### src/rtl/fetch_unit.sv
// -----------------------------------------------------------------------------
// fetch_unit
//
// Instruction fetch stage of the five-stage MIPS pipeline. It owns the program
// counter and issues one word fetch per cycle to instruction memory over a
// ready-gated request interface. It also presents one instruction per cycle to
// the F/D pipeline register through a single-entry output buffer.
//
// Branch/jump redirects use single-delay-slot semantics. The instruction after
// a branch always executes. If that delay slot has not been fetched yet when
// the redirect arrives, the target is parked in a pending register. The target
// is then applied once the delay slot has been accepted from memory.
//
// Ports
//   clk            in   clock, rising-edge
//   reset          in   synchronous, active-high
//   stall          in   F/D register not writing this cycle
//   redirect_valid in   taken branch/jump resolved in D this cycle
//   redirect_pc    in   redirect target (bits [1:0] ignored)
//   imem_req       out  fetch request this cycle
//   imem_addr      out  word address of the request (current fetch PC)
//   imem_ready     in   memory completes the request this cycle
//   imem_rdata     in   instruction word, valid with imem_req && imem_ready
//   F_PC           out  PC of the presented instruction
//   F_Instr        out  presented instruction, 0 (nop) when F_valid is low
//   F_valid        out  a real instruction is presented
// -----------------------------------------------------------------------------
module fetch_unit #(
  parameter logic [31:0] RESET_PC = 32'h0000_3000
) (
  input  logic        clk,
  input  logic        reset,
  input  logic        stall,
  input  logic        redirect_valid,
  input  logic [31:0] redirect_pc,
  output logic        imem_req,
  output logic [31:0] imem_addr,
  input  logic        imem_ready,
  input  logic [31:0] imem_rdata,
  output logic [31:0] F_PC,
  output logic [31:0] F_Instr,
  output logic        F_valid
);

  // Redirect targets are word addresses; the byte offset is discarded.
  function automatic logic [31:0] word_align(input logic [31:0] addr);
    return addr & 32'hFFFF_FFFC;
  endfunction

  logic [31:0] fetch_pc;
  logic        buf_valid;
  logic [31:0] buf_pc;
  logic [31:0] buf_instr;
  logic        pending_valid;
  logic [31:0] pending_pc;

  logic        consume;
  logic        accept;
  logic [31:0] redirect_target;

  // Request control: a request is issued only when the output buffer will be
  // free at the next edge. No request is issued in a redirect cycle, because
  // fetch_pc is about to change or is waiting on the delay slot.
  always_comb begin
    consume         = buf_valid && !stall;
    imem_req        = !redirect_valid && (!buf_valid || consume);
    accept          = imem_req && imem_ready;
    redirect_target = word_align(redirect_pc);
  end

  assign imem_addr = fetch_pc;
  assign F_valid   = buf_valid;
  assign F_PC      = buf_pc;
  assign F_Instr   = buf_valid ? buf_instr : 32'h0;

  // ---- fetch -> F/D boundary: PC, output buffer and deferred redirect ----
  always_ff @(posedge clk) begin
    if (reset) begin
      fetch_pc      <= RESET_PC;
      buf_valid     <= 1'b0;
      buf_pc        <= 32'h0;
      buf_instr     <= 32'h0;
      pending_valid <= 1'b0;
      pending_pc    <= 32'h0;
    end else if (redirect_valid) begin
      if (buf_valid) begin
        // The buffer holds the delay slot, so the target can be fetched next.
        fetch_pc <= redirect_target;
        if (consume) begin
          buf_valid <= 1'b0;
        end
      end else begin
        // The delay slot is still to come from fetch_pc; park the target.
        pending_valid <= 1'b1;
        pending_pc    <= redirect_target;
      end
    end else if (accept) begin
      buf_valid <= 1'b1;
      buf_pc    <= fetch_pc;
      buf_instr <= imem_rdata;
      if (pending_valid) begin
        fetch_pc      <= pending_pc;
        pending_valid <= 1'b0;
      end else begin
        fetch_pc <= fetch_pc + 32'd4;
      end
    end else if (consume) begin
      buf_valid <= 1'b0;
    end
  end

endmodule

### config.mk
export PLATFORM = sky130hd
export DESIGN_NAME = fetch_unit
export DESIGN_NICKNAME = d
export VERILOG_FILES = /design/src/rtl/fetch_unit.sv
export SDC_FILE = /design/constraint.sdc
export NUM_CORES = 1
export LEC_CHECK = 0
export CORE_UTILIZATION = 40
export CTS_CLUSTER_DIAMETER = 150
export DETAILED_ROUTE_END_ITERATION = 10
export PLACE_DENSITY = 0.69
export SETUP_SLACK_MARGIN = 0.05
export SLEW_MARGIN = 30
export SYNTH_ARGS = -nofsm -noshare
export SYNTH_HDL_FRONTEND = slang
export SYNTH_SLANG_ARGS = --single-unit
### constraint.sdc
create_clock -name clk -period 2.46 [get_ports clk]
set_clock_uncertainty 0.15 [all_clocks]
set_input_delay 0.492 -clock clk [delete_from_list [all_inputs] [get_ports clk]]
set_output_delay 0.492 -clock clk [all_outputs]
set_load 0.1 [all_outputs]
==> flow_summary_export.csv <==
group,metric,value,unit
finish,fin_cells,1130,
critical_path,cp_slowest_cell,"clkdlybuf4s50_1",
sta,finalSetupViolations,0,
clock_network,clkLatencyLatePin,0.41,ns
route,drc,0,
route,wl_per_cell,15.7,um
clock_network,h-tree-depth,4,
global_route,grt_max_degree,46,
sta,rsz0062_at_grt,"no",
global_route,antenna_found_initial,0,
synthesis,syn_inst,781,
critical_path,reg2reg_depth,6,
hold_path,worstHoldStart,"buf_instr[31]$_SDFFE_PP0P_",
critical_path,path_class,"in2out",
route,drt_iter0_markers,365,
run_status,status,"completed",
synthesis,ys_ff_latch,124,
clock_network,cts_hold_buf,0,
floorplanning,pin_count,167,
power,clkPwrFrac,0.427,
synthesis,yosys.area_share.simple,0.284,
clock_network,cts_resized,0,
floorplanning,die_height,123,um
synthesis,synth-adder-area-share,0.00215,
global_route,grt_pass1_wl,28100,um
sta,max-slew-margin-rel,0.665,
finish,drive_above_1_share,0.243,
route,final_antenna_net_count,0,
sta,finalCriticalPeriod,2.29,ns
run,cap_viol_max_count,0,
finish,diodes,0,
sta,tightest_slew,0.503,ns
critical_path,r2r_end,"imem_addr[22]$_SDFFE_PP0P_",
synthesis,ys_async_sr_fraction,0,
floorplanning,start_util,0.414,
clock_network,cts_tree,"done",
power,power_frac_comb,0.201,
finish,utilization,0.612,
synthesis,yosysMostFrequentCell,"nand2_1",
route,via_per_inst,5.30,
power,power_leakage,3.33,nW
floorplanning,num_rows,43,
power,p_seq_frac,0.372,
critical_path,path_cells,"clkdlybuf4s50_1, buf_4, a21oi_2, buf_12",
placed_design,gp_routability_congestion,0.868,
sta,hold_ws,0.297,ns
placed_design,hpwl,12500,um
global_route,first_global_vias,5495,
critical_path,critPathCaptureType,"primary output",
finish,nNetsFinal,1008,
critical_path,startpoint_type,"input pin",
clock_network,clkSinkCount,124,
synthesis,synth_cell_types,59,
floorplanning,die_area,15000,um2
power,p_switching,1.82,mW
sta,finalMaxSlewViolations,0,
clock_network,cts_inserted_buffers,17,
sta,finalHoldViolCount,0,
synthesis,syn_area_per_cell,7.44,um2
hold_path,hold_end,"buf_instr[31]$_SDFFE_PP0P_",
critical_path,cpPeakStageDelay,0.56,ns
route,vias,5985,
synthesis,synthMuxAreaShare,0.00689,
global_route,track_usage,0.243,
hold_path,hold_path_class,"reg2reg",
route,first_pass_iters,5,
sta,fin_ws,0.171,ns
critical_path,required,1.82,ns
sta,finalCritPeriodShare,0.930,
power,swShare,0.300,
critical_path,cp.arrival,1.65,ns
hold_path,hold_path_depth,2,
sta,finalSetupTns,0,ns
synthesis,yosys-top-cells-area,"dfxtp_1, nand2_1, a21oi_1",
floorplanning,chipWidth,123,um
clock_network,clockBufferDepth,2,
placed_design,pre_cts_ws,-0.0994,ns
critical_path,crit_fanout,7,
synthesis,ys_seq_area_frac,0.427,
clock_network,postCtsSetupRepairBufs,0,
clock_network,cts_root_buffer,"clkbuf_16",
synthesis,yosysTopAreaCell,"dfxtp_1",
sta,timing.fmax,437,MHz
synthesis,synth-edff-count,0,
synthesis,ys_top_cells_by_count,"nand2_1, a21oi_1, dfxtp_1, clkbuf_1, and2_1",
placed_design,place_inst,1099,
power,internal-power,4.23,mW
synthesis,synth.top_cell.area_share,0.427,
synthesis,yosys.area_share.xor_xnor,0.0136,
critical_path,r2r_start,"imem_addr[2]$_SDFFE_PP0P_",
floorplanning,fp.coreArea,14000,um2
synthesis,netlist_area,5810,um2
synthesis,synth_top_family_by_area,"simple AND/OR/NAND/NOR gates",
power,vdd_drop_max,0.503,mV
clock_network,clkTransAtPathRegs,0.05,ns
global_route,overflow,0,
finish,synthToLayoutAreaGrowth,47.9,%
power,p_per_area,704,nW/um2
route,routed_wl,17700,um
placed_design,io_buffers,160,
synthesis,synth_warnings,0,
synthesis,synth_flop_cell,"dfxtp_1",
synthesis,synth_compound_area_frac,0.213,
critical_path,ff2ff_setup_slack,0.26,ns
cell usage in the layout, fill, tap and decap left out, drive strengths merged, types with 5 or more instances in the layout:
master and n:
nor3 13, nand2 221, nand3 17, clkdlybuf4s50 65, inv 8, buf 136, a21o 5, o21ai 20
nor4 5, a211oi 6, nand2b 5, nor2 32, and2 34, a31oi 6, a21oi 128, clkbuf 25
a22oi 7, o31ai 5, nand4 14, dfxtp 124, o211ai 5, xor2 6
worst max-delay path by stage:
stage	start	end	slack, ns	cells past startpoint
floorplan	redirect_valid	imem_req	-0.07	4
global placement	redirect_valid	imem_addr[31]$_SDFFE_PP0P_	-0.07	6
detailed placement	redirect_valid	imem_addr[31]$_SDFFE_PP0P_	-0.1	6
CTS	F_valid$_SDFFE_PP0P_	F_Instr[11]	0.16	3
global route	F_valid$_SDFFE_PP0P_	F_Instr[21]	0.1	3
finish	redirect_valid	imem_req	0.17	4
critical path, delay by kind of cell:
kind	cells	cell delay, ns
compound gates	1	0.17
buf+inv	3	0.98
logic make-up (layout without fill, tap and decap cells):
logic type	after synthesis	after routing
adder cells (fa/ha/maj)	1	1
AO/OA/AOI/OAI	210	210
multiplexers	4	4
flip-flops	124	124
XOR/XNOR	9	9
buffers and inverters	75	241
other	1	4
AND/OR/NAND/NOR	357	357
per-stage QoR:
stage	cell area [um2]	power [mW]
after global routing	8590	6.28
final	8590	6.05
after global placement	7980	3.49
after floorplan	5890	3.09
after CTS	8590	6.09
after detailed placement	7980	3.50
flip-flops by register name, indices dropped and copies added, names as in the netlist:
register,count
F_valid,1
buf_instr,32
F_PC,30
pending_valid,1
pending_pc,30
imem_addr,30
per-layer routing:
metal / GRT usage / share of wire / vias to the layer above
met5: 0 / 0 / -
met4: 0.0739 / 0.013 / 0
met3: 0.0720 / 0.074 / 19
met2: 0.384 / 0.46 / 214
met1: 0.316 / 0.46 / 2770
li1: - / - / 2982
power groups by stage:
stage / combinational [mW] / clock (mW) / sequential (mW)
floorplan: 0.463 / 0 / 2.63
global placement: 1.21 / 0 / 2.29
detailed placement: 1.21 / 0 / 2.29
CTS: 1.22 / 2.62 / 2.25
global route: 1.29 / 2.72 / 2.26
finish: 1.22 / 2.58 / 2.25
area by class of cell:
type                       instances  area, um2
fill                            1263       5450
multi-input combinational        585       3090
sequential                       124       2510
timing repair buffer             201       2120
clock buffer                      25        505
tap                              180        225
clock inverter                     6        108
inverter                           9       33.8
No activity file was read; power rests on OpenSTA's default activity.
